===== config.mk =====
export PLATFORM = sky130hd
export DESIGN_NAME = bus_arbiter_flat
export DESIGN_NICKNAME = d
export VERILOG_FILES = /design/src/rtl/bus_arbiter_pkg.sv /design/src/rtl/bus_arbiter_if.sv /design/src/rtl/bus_arb_timer.sv /design/src/rtl/bus_arbiter.sv /design/src/flat_wrapper.sv
export SDC_FILE = /design/constraint.sdc
export NUM_CORES = 1
export LEC_CHECK = 0
export BUFFER_PORTS_ARGS = -buffer_cell sky130_fd_sc_hd__clkbuf_2
export CORE_ASPECT_RATIO = 0.5
export CORE_MARGIN = 2
export CORE_UTILIZATION = 46
export CTS_BUF_LIST = sky130_fd_sc_hd__clkbuf_8
export CTS_CLUSTER_DIAMETER = 40
export DETAILED_ROUTE_END_ITERATION = 7
export HOLD_SLACK_MARGIN = 0.03
export PLACE_DENSITY = 0.82
export SLEW_MARGIN = 15
export SYNTH_ARGS = -nofsm -noshare
export SYNTH_HDL_FRONTEND = slang
export SYNTH_SLANG_ARGS = --single-unit

===== constraint.sdc =====
create_clock -name clk -period 2.4 [get_ports clk]
set_input_delay 0.12 -clock clk [delete_from_list [all_inputs] [get_ports clk]]
set_output_delay 0.12 -clock clk [all_outputs]
set_load 0.01 [all_outputs]

===== src/rtl/bus_arbiter_pkg.sv =====
// Shared types and constants for the fetch/data memory-bus arbiter.
package bus_arbiter_pkg;

  localparam int REG_BUS_W        = 32;  // data bus width (RegBus)
  localparam int INST_ADDR_W      = 32;  // address bus width (InstAddrBus)
  localparam int SEL_W            = 4;
  localparam int RUN_CNT_W        = 4;   // holds MAX_DATA_RUN up to 15
  localparam int TMO_CNT_W        = 8;   // holds TIMEOUT_CYC up to 255
  localparam int DEF_MAX_DATA_RUN = 4;
  localparam int DEF_TIMEOUT_CYC  = 255;

  typedef enum logic [1:0] {
    ST_IDLE     = 2'd0,
    ST_BUSY_IF  = 2'd1,
    ST_BUSY_MEM = 2'd2,
    ST_RESP     = 2'd3
  } arb_state_e;

  // Command latched from the winner at grant; drives the bus unchanged until done.
  typedef struct packed {
    logic                   we;
    logic [INST_ADDR_W-1:0] addr;
    logic [SEL_W-1:0]       sel;
    logic [REG_BUS_W-1:0]   wdata;
  } bus_cmd_t;

  function automatic logic [RUN_CNT_W-1:0] sat_inc(input logic [RUN_CNT_W-1:0] v,
                                                   input logic [RUN_CNT_W-1:0] lim);
    return (v >= lim) ? lim : v + 1'b1;
  endfunction

endpackage


===== src/rtl/bus_arbiter_if.sv =====
// Core-side request/ack signals and SoC-side bus signals of the arbiter.
// master: the arbiter itself. slave: the surrounding core + memory.
interface bus_arbiter_if;
  import bus_arbiter_pkg::*;

  logic                   if_req_i;
  logic [INST_ADDR_W-1:0] if_addr_i;
  logic [REG_BUS_W-1:0]   if_rdata_o;
  logic                   if_ack_o;

  logic                   mem_req_i;
  logic                   mem_we_i;
  logic [INST_ADDR_W-1:0] mem_addr_i;
  logic [SEL_W-1:0]       mem_sel_i;
  logic [REG_BUS_W-1:0]   mem_wdata_i;
  logic [REG_BUS_W-1:0]   mem_rdata_o;
  logic                   mem_ack_o;

  logic                   bus_req_o;
  logic                   bus_we_o;
  logic [INST_ADDR_W-1:0] bus_addr_o;
  logic [SEL_W-1:0]       bus_sel_o;
  logic [REG_BUS_W-1:0]   bus_wdata_o;
  logic [REG_BUS_W-1:0]   bus_rdata_i;
  logic                   bus_ack_i;

  logic                   err_o;
  logic                   stallreq_o;

  modport master (
    input  if_req_i, if_addr_i,
    input  mem_req_i, mem_we_i, mem_addr_i, mem_sel_i, mem_wdata_i,
    input  bus_rdata_i, bus_ack_i,
    output if_rdata_o, if_ack_o, mem_rdata_o, mem_ack_o,
    output bus_req_o, bus_we_o, bus_addr_o, bus_sel_o, bus_wdata_o,
    output err_o, stallreq_o
  );

  modport slave (
    output if_req_i, if_addr_i,
    output mem_req_i, mem_we_i, mem_addr_i, mem_sel_i, mem_wdata_i,
    output bus_rdata_i, bus_ack_i,
    input  if_rdata_o, if_ack_o, mem_rdata_o, mem_ack_o,
    input  bus_req_o, bus_we_o, bus_addr_o, bus_sel_o, bus_wdata_o,
    input  err_o, stallreq_o
  );

endinterface


===== src/rtl/bus_arb_timer.sv =====
// Bus timeout timer: loaded on every grant, counts down while a transaction
// is outstanding, and flags expiry on the last allowed wait cycle.
module bus_arb_timer
  import bus_arbiter_pkg::*;
#(
  parameter int TIMEOUT_CYC = DEF_TIMEOUT_CYC
) (
  input  logic clk,
  input  logic rst,
  input  logic load_i,
  input  logic run_i,
  output logic expire_o
);

  localparam logic [TMO_CNT_W-1:0] LOAD_VAL = TMO_CNT_W'(TIMEOUT_CYC - 1);

  logic [TMO_CNT_W-1:0] cnt_q, cnt_d;

  // Next count: reload on grant, otherwise count down to zero while busy.
  always_comb begin
    cnt_d = cnt_q;
    if (load_i) begin
      cnt_d = LOAD_VAL;
    end else if (run_i && (cnt_q != '0)) begin
      cnt_d = cnt_q - 1'b1;
    end
  end

  // Counter register.
  always_ff @(posedge clk or negedge rst) begin
    if (!rst) begin
      cnt_q <= '0;
    end else begin
      cnt_q <= cnt_d;
    end
  end

  assign expire_o = run_i && (cnt_q == '0);

endmodule


===== src/rtl/bus_arbiter.sv =====
// Shares one req/ack memory bus between instruction fetch and data access.
// Data normally wins; fetch is forced after MAX_DATA_RUN back-to-back data
// grants while it waits. One transaction at a time, aborted after TIMEOUT_CYC.
//
//   state       | meaning
//   ------------+------------------------------------------------
//   ST_IDLE     | arbitrate between pending requests
//   ST_BUSY_IF  | fetch owns the bus, waiting for bus_ack_i
//   ST_BUSY_MEM | data owns the bus, waiting for bus_ack_i
//   ST_RESP     | one-cycle ack (plus rdata/err) to the winner
module bus_arbiter
  import bus_arbiter_pkg::*;
#(
  parameter int MAX_DATA_RUN = DEF_MAX_DATA_RUN,
  parameter int TIMEOUT_CYC  = DEF_TIMEOUT_CYC
) (
  input  logic          clk,
  input  logic          rst,
  bus_arbiter_if.master arb
);

  localparam logic [RUN_CNT_W-1:0] RUN_MAX = RUN_CNT_W'(MAX_DATA_RUN);

  arb_state_e             state_q, state_d;
  logic [RUN_CNT_W-1:0]   run_cnt_q, run_cnt_d;
  bus_cmd_t               cmd_q, cmd_d;
  logic                   bus_req_q, bus_req_d;
  logic                   if_ack_q, if_ack_d;
  logic                   mem_ack_q, mem_ack_d;
  logic [REG_BUS_W-1:0]   rdata_q, rdata_d;
  logic                   err_q, err_d;
  logic                   grant;
  logic                   busy;
  logic                   tmo_expire;
  logic                   fetch_starved;

  assign busy          = (state_q == ST_BUSY_IF) || (state_q == ST_BUSY_MEM);
  assign fetch_starved = arb.if_req_i && (run_cnt_q == RUN_MAX);

  bus_arb_timer #(
    .TIMEOUT_CYC(TIMEOUT_CYC)
  ) u_timer (
    .clk      (clk),
    .rst      (rst),
    .load_i   (grant),
    .run_i    (busy),
    .expire_o (tmo_expire)
  );

  // Arbitration, transaction sequencing and response generation.
  always_comb begin
    state_d   = state_q;
    run_cnt_d = run_cnt_q;
    cmd_d     = cmd_q;
    bus_req_d = bus_req_q;
    rdata_d   = rdata_q;
    err_d     = err_q;
    if_ack_d  = 1'b0;
    mem_ack_d = 1'b0;
    grant     = 1'b0;

    unique case (state_q)
      ST_IDLE: begin
        if (arb.mem_req_i && !fetch_starved) begin
          state_d   = ST_BUSY_MEM;
          grant     = 1'b1;
          bus_req_d = 1'b1;
          cmd_d     = '{we: arb.mem_we_i, addr: arb.mem_addr_i,
                        sel: arb.mem_sel_i, wdata: arb.mem_wdata_i};
          run_cnt_d = arb.if_req_i ? sat_inc(run_cnt_q, RUN_MAX) : '0;
        end else if (arb.if_req_i) begin
          state_d   = ST_BUSY_IF;
          grant     = 1'b1;
          bus_req_d = 1'b1;
          cmd_d     = '{we: 1'b0, addr: arb.if_addr_i, sel: 4'hF, wdata: '0};
          run_cnt_d = '0;
        end
      end
      ST_BUSY_IF, ST_BUSY_MEM: begin
        if (arb.bus_ack_i) begin
          state_d   = ST_RESP;
          bus_req_d = 1'b0;
          rdata_d   = arb.bus_rdata_i;
          err_d     = 1'b0;
          if_ack_d  = (state_q == ST_BUSY_IF);
          mem_ack_d = (state_q == ST_BUSY_MEM);
        end else if (tmo_expire) begin
          state_d   = ST_RESP;
          bus_req_d = 1'b0;
          rdata_d   = '0;
          err_d     = 1'b1;
          if_ack_d  = (state_q == ST_BUSY_IF);
          mem_ack_d = (state_q == ST_BUSY_MEM);
        end
      end
      ST_RESP: begin
        state_d = ST_IDLE;
      end
      default: begin
        state_d = ST_IDLE;
      end
    endcase
  end

  // State and registered outputs; reset abandons any transaction in flight.
  always_ff @(posedge clk or negedge rst) begin
    if (!rst) begin
      state_q   <= ST_IDLE;
      run_cnt_q <= '0;
      cmd_q     <= '0;
      bus_req_q <= 1'b0;
      if_ack_q  <= 1'b0;
      mem_ack_q <= 1'b0;
      rdata_q   <= '0;
      err_q     <= 1'b0;
    end else begin
      state_q   <= state_d;
      run_cnt_q <= run_cnt_d;
      cmd_q     <= cmd_d;
      bus_req_q <= bus_req_d;
      if_ack_q  <= if_ack_d;
      mem_ack_q <= mem_ack_d;
      rdata_q   <= rdata_d;
      err_q     <= err_d;
    end
  end

  assign arb.bus_req_o   = bus_req_q;
  assign arb.bus_we_o    = cmd_q.we;
  assign arb.bus_addr_o  = cmd_q.addr;
  assign arb.bus_sel_o   = cmd_q.sel;
  assign arb.bus_wdata_o = cmd_q.wdata;
  assign arb.if_ack_o    = if_ack_q;
  assign arb.mem_ack_o   = mem_ack_q;
  assign arb.if_rdata_o  = rdata_q;
  assign arb.mem_rdata_o = rdata_q;
  assign arb.err_o       = err_q;
  assign arb.stallreq_o  = (arb.if_req_i && !if_ack_q) || (arb.mem_req_i && !mem_ack_q);

endmodule


===== src/flat_wrapper.sv =====
// flat-port wrapper written by rule: the top's interface ports become plain ports
module bus_arbiter_flat import bus_arbiter_pkg::*;
#(
  parameter int MAX_DATA_RUN = DEF_MAX_DATA_RUN,
  parameter int TIMEOUT_CYC  = DEF_TIMEOUT_CYC
)
  (clk, rst, arb_if_req_i, arb_if_addr_i, arb_mem_req_i, arb_mem_we_i, arb_mem_addr_i, arb_mem_sel_i, arb_mem_wdata_i, arb_bus_rdata_i, arb_bus_ack_i, arb_if_rdata_o, arb_if_ack_o, arb_mem_rdata_o, arb_mem_ack_o, arb_bus_req_o, arb_bus_we_o, arb_bus_addr_o, arb_bus_sel_o, arb_bus_wdata_o, arb_err_o, arb_stallreq_o);
  bus_arbiter_if arb_i ();
  input  logic clk;
  input  logic rst;
  input wire logic [$bits(arb_i.if_req_i)-1:0] arb_if_req_i;
  input wire logic [$bits(arb_i.if_addr_i)-1:0] arb_if_addr_i;
  input wire logic [$bits(arb_i.mem_req_i)-1:0] arb_mem_req_i;
  input wire logic [$bits(arb_i.mem_we_i)-1:0] arb_mem_we_i;
  input wire logic [$bits(arb_i.mem_addr_i)-1:0] arb_mem_addr_i;
  input wire logic [$bits(arb_i.mem_sel_i)-1:0] arb_mem_sel_i;
  input wire logic [$bits(arb_i.mem_wdata_i)-1:0] arb_mem_wdata_i;
  input wire logic [$bits(arb_i.bus_rdata_i)-1:0] arb_bus_rdata_i;
  input wire logic [$bits(arb_i.bus_ack_i)-1:0] arb_bus_ack_i;
  output wire logic [$bits(arb_i.if_rdata_o)-1:0] arb_if_rdata_o;
  output wire logic [$bits(arb_i.if_ack_o)-1:0] arb_if_ack_o;
  output wire logic [$bits(arb_i.mem_rdata_o)-1:0] arb_mem_rdata_o;
  output wire logic [$bits(arb_i.mem_ack_o)-1:0] arb_mem_ack_o;
  output wire logic [$bits(arb_i.bus_req_o)-1:0] arb_bus_req_o;
  output wire logic [$bits(arb_i.bus_we_o)-1:0] arb_bus_we_o;
  output wire logic [$bits(arb_i.bus_addr_o)-1:0] arb_bus_addr_o;
  output wire logic [$bits(arb_i.bus_sel_o)-1:0] arb_bus_sel_o;
  output wire logic [$bits(arb_i.bus_wdata_o)-1:0] arb_bus_wdata_o;
  output wire logic [$bits(arb_i.err_o)-1:0] arb_err_o;
  output wire logic [$bits(arb_i.stallreq_o)-1:0] arb_stallreq_o;
  assign arb_i.if_req_i = arb_if_req_i;
  assign arb_i.if_addr_i = arb_if_addr_i;
  assign arb_i.mem_req_i = arb_mem_req_i;
  assign arb_i.mem_we_i = arb_mem_we_i;
  assign arb_i.mem_addr_i = arb_mem_addr_i;
  assign arb_i.mem_sel_i = arb_mem_sel_i;
  assign arb_i.mem_wdata_i = arb_mem_wdata_i;
  assign arb_i.bus_rdata_i = arb_bus_rdata_i;
  assign arb_i.bus_ack_i = arb_bus_ack_i;
  assign arb_if_rdata_o = arb_i.if_rdata_o;
  assign arb_if_ack_o = arb_i.if_ack_o;
  assign arb_mem_rdata_o = arb_i.mem_rdata_o;
  assign arb_mem_ack_o = arb_i.mem_ack_o;
  assign arb_bus_req_o = arb_i.bus_req_o;
  assign arb_bus_we_o = arb_i.bus_we_o;
  assign arb_bus_addr_o = arb_i.bus_addr_o;
  assign arb_bus_sel_o = arb_i.bus_sel_o;
  assign arb_bus_wdata_o = arb_i.bus_wdata_o;
  assign arb_err_o = arb_i.err_o;
  assign arb_stallreq_o = arb_i.stallreq_o;
  bus_arbiter #(.MAX_DATA_RUN(MAX_DATA_RUN), .TIMEOUT_CYC(TIMEOUT_CYC)) u_core (.clk(clk), .rst(rst), .arb(arb_i));
endmodule

==> metrics <==
Syn Nets=616; Avg WL per Cell=17.9 um; status=finished, final reports clean; cell-internal power=0.00690 W; Post-synth top flop=dfrtp_1; CTS tree=yes; Hold Crit Depth=4; Setup violations, final=0; CP top delay family=buffers and inverters; Pwr Density=1330 mW/mm^2; RD Place Congestion=0.825; post-synth top area cell=dfrtp_1; die height=78.5 um; IO Pins=276; total iterations of the first detailed-routing run=5; antenna violations before repair=0; Placed Instances=837; # Max-Cap Violations=0; post-synth top area share=0.584; worst-skew pair later-pin latency=0.42 ns; area added between synthesis and finish=63.4%; Crit. End Element=register; GRT Total Usage=0.292; CTS H-tree depth=4; Slew Limit Headroom=0.348; layout cells sized above 1=0.382; Synth Area in XOR/XNOR=0.00515; fill count=657; Adder-Cell Fraction of Synth Area=0.0221; leakage power=4.19 nW; fin. max-slew vios=0; Async S/R FF share, synth=1.00; CP Launch Type=register; Simple-Gate Fraction of Synth Area=0.110; Worst path slowest cell=dlygate4sd3_1; Synth area leaders=dfrtp_1, a22o_1, nand2_1; Clock Path Buffers=2; gr ovfl total=0; final hold vios=0; Layout Cells excl Fill=1007; full die area=0.0120 sq mm; vias per inst=5.36; core area=0.0109 sq mm; fraction of the yosys area taken by sequential cells=0.584; commonest non-fill, non-tap cell in the layout=clkbuf_2; largest net degree at the start of global routing=70; vias in the first global route=5562; yosys warns=0; sequential share of power=0.330; Final Cycle Share=0.966; routed vias=5394; Antenna Nets Post-Route=0; FMAX=0.431 GHz; post-synthesis compound-gate area fraction=0.196; Worst Path Arrival=2.67 ns; Worst-Margin Slew=0.979 ns; synthesized flop and latch total=119; Die Wd=153 um; WP depth=8; final setup TNS=0 ns; worst-path cell chain=inv_1 -> ha_1 -> nand4b_1 -> and2_2 -> buf_12 -> nand2_1 -> a31oi_1 -> dlygate4sd3_1; CP Max Fanout=32; DRT iter0 DRCs=399; CTS Buf Count=17; CP Class=reg -> reg; power share of the clock group=0.206; largest family of logic cells by synthesized area=compound AO/OA/AOI/OAI gates; WP buf/inv=3; Initial Utilization=0.467; crit-path max cell delay=0.61 ns; post-synthesis mux area share=0; ant diodes=0; Root Driver=clkbuf_8; synthesized area per cell=10.9 sq um; Syn Std Cell Area=0.00510 sq mm; most frequent cells in the layout=clkbuf_2, dlygate4sd3_1, dfrtp_1; Req. time, crit path=2.75 ns; clk sinks=119; final net count=996; switching part of the total=0.377; PortBufs=275; reg2reg path depth=8; DRC Markers=0; RSZ-0062 raised after global routing=false; synth unique cells=39; Final Critical Period=2.32 ns; Psw=0.00418 W; Comb pwr share=0.464; skew final=0.0170 ns; row cnt=27; wirelength, routed=18000 um; Post-synth EDFFs=0; HP Class=in -> reg; DP HPWL=9520 um; Post-Syn Instances=469; first-pass GRT wire length=27900 um; Worst-path clk slew=0.08 ns; peak supply drop=0.824 mV
## power by group through the flow
stage	sequential [W]	clock [W]	combinational, W
final	0.00366	0.00228	0.00515
after global placement	0.00356	0	0.00404
after floorplan	0.00393	0	0.00240
after CTS	0.00357	0.00228	0.00482
after global routing	0.00375	0.00239	0.00551
after detailed placement	0.00359	0	0.00419
## worst reg2reg max path: stages, from the launching register on
cell and delay, ns:
dfrtp_1 0.41, inv_1 0.07, ha_1 0.20, nand4b_1 0.16
and2_2 0.25, buf_12 0.19, nand2_1 0.13, a31oi_1 0.22
dlygate4sd3_1 0.61
## final cells by class
class | count | area, sq um | share of cell area
inverters | 12 | 45.0 | 0.00540
repair buffers | 423 | 2920 | 0.350
multi-input cells | 276 | 1720 | 0.206
clock buffers | 20 | 275 | 0.0330
clock inverters | 12 | 221 | 0.0266
flip-flops and latches | 119 | 2980 | 0.357
well taps | 145 | 181 | 0.0218
## what timing repair did
action                     4_1_cts  5_1_grt
hold buffers                   135        0
hold endpoints to repair       149        0
gates resized for setup          0        7
setup endpoints to repair        0       32
setup buffers                    0        2
## state kept, by name, indices dropped and copies added, names as in the netlist, 2 cells and up
signal                  count
u_core.arb.bus_wdata_o     32
u_core.u_timer.cnt_q        8
u_core.state_q              2
u_core.arb.bus_sel_o        4
u_core.arb.bus_addr_o      32
u_core.run_cnt_q            4
u_core.arb.if_rdata_o      32
## worst paths after layout
check | start | end | slack [ns]
setup / recovery | u_core.run_cnt_q[0] | u_core.arb.bus_addr_o[28] | 0.08
hold / removal | arb_bus_ack_i | u_core.state_q[1] | 0.12
setup reg to reg | u_core.run_cnt_q[0] | u_core.arb.bus_addr_o[28] | 0.08
hold reg to reg | u_core.arb.bus_wdata_o[14] | u_core.arb.bus_wdata_o[14] | 0.51
max in group asynchronous | rst | u_core.arb.bus_addr_o[30] | 1.34
min in group asynchronous | rst | u_core.arb.bus_addr_o[19] | 0.27
## routing by layer
metal  vias up  GRT usage  routed length (um)
li1       2385          -                   -
met1      2631      0.339                6870
met2       325      0.532                9320
met3        53     0.0646                1270
met4         0      0.123                 536
met5         -          0                   0
## synth_stat cells (2+ instances only)
| library cell | n |
|---|---|
| a211oi_1 | 3 |
| a21oi_1 | 7 |
| a22o_1 | 65 |
| a31oi_1 | 32 |
| and2_1 | 3 |
| and3_1 | 2 |
| buf_4 | 32 |
| buf_6 | 3 |
| clkbuf_1 | 26 |
| dfrtp_1 | 119 |
| ha_1 | 9 |
| inv_1 | 12 |
| nand2_1 | 75 |
| nor2_1 | 40 |
| nor3_1 | 3 |
| o21ai_0 | 8 |
| o21ai_1 | 2 |
| o22a_1 | 4 |
| o31ai_1 | 2 |
| xnor2_1 | 3 |
## kinds of logic after synthesis
logic type,count (synthesis)
flip-flops,119
buffers and inverters,74
XOR/XNOR,3
AND/OR/NAND/NOR,133
adder cells (fa/ha/maj),9
AO/OA/AOI/OAI,131
## metrics by stage
stage / utilization / instance area, sq um / power [W] / hold slack, ns / setup WS, ns
CTS: 0.757 / 8260 / 0.0107 / 0.0849 / 0.135
global route: 0.764 / 8340 / 0.0116 / 0.119 / 0.0307
detailed placement: 0.588 / 6410 / 0.00778 / 0.196 / 0.271
floorplan: - / 5100 / 0.00633 / -0.176 / 0.491
finish: 0.764 / 8340 / 0.0111 / 0.121 / 0.0813
global placement: 0.588 / 6410 / 0.00759 / 0.181 / 0.354
Power figures use the tool's default switching activity.
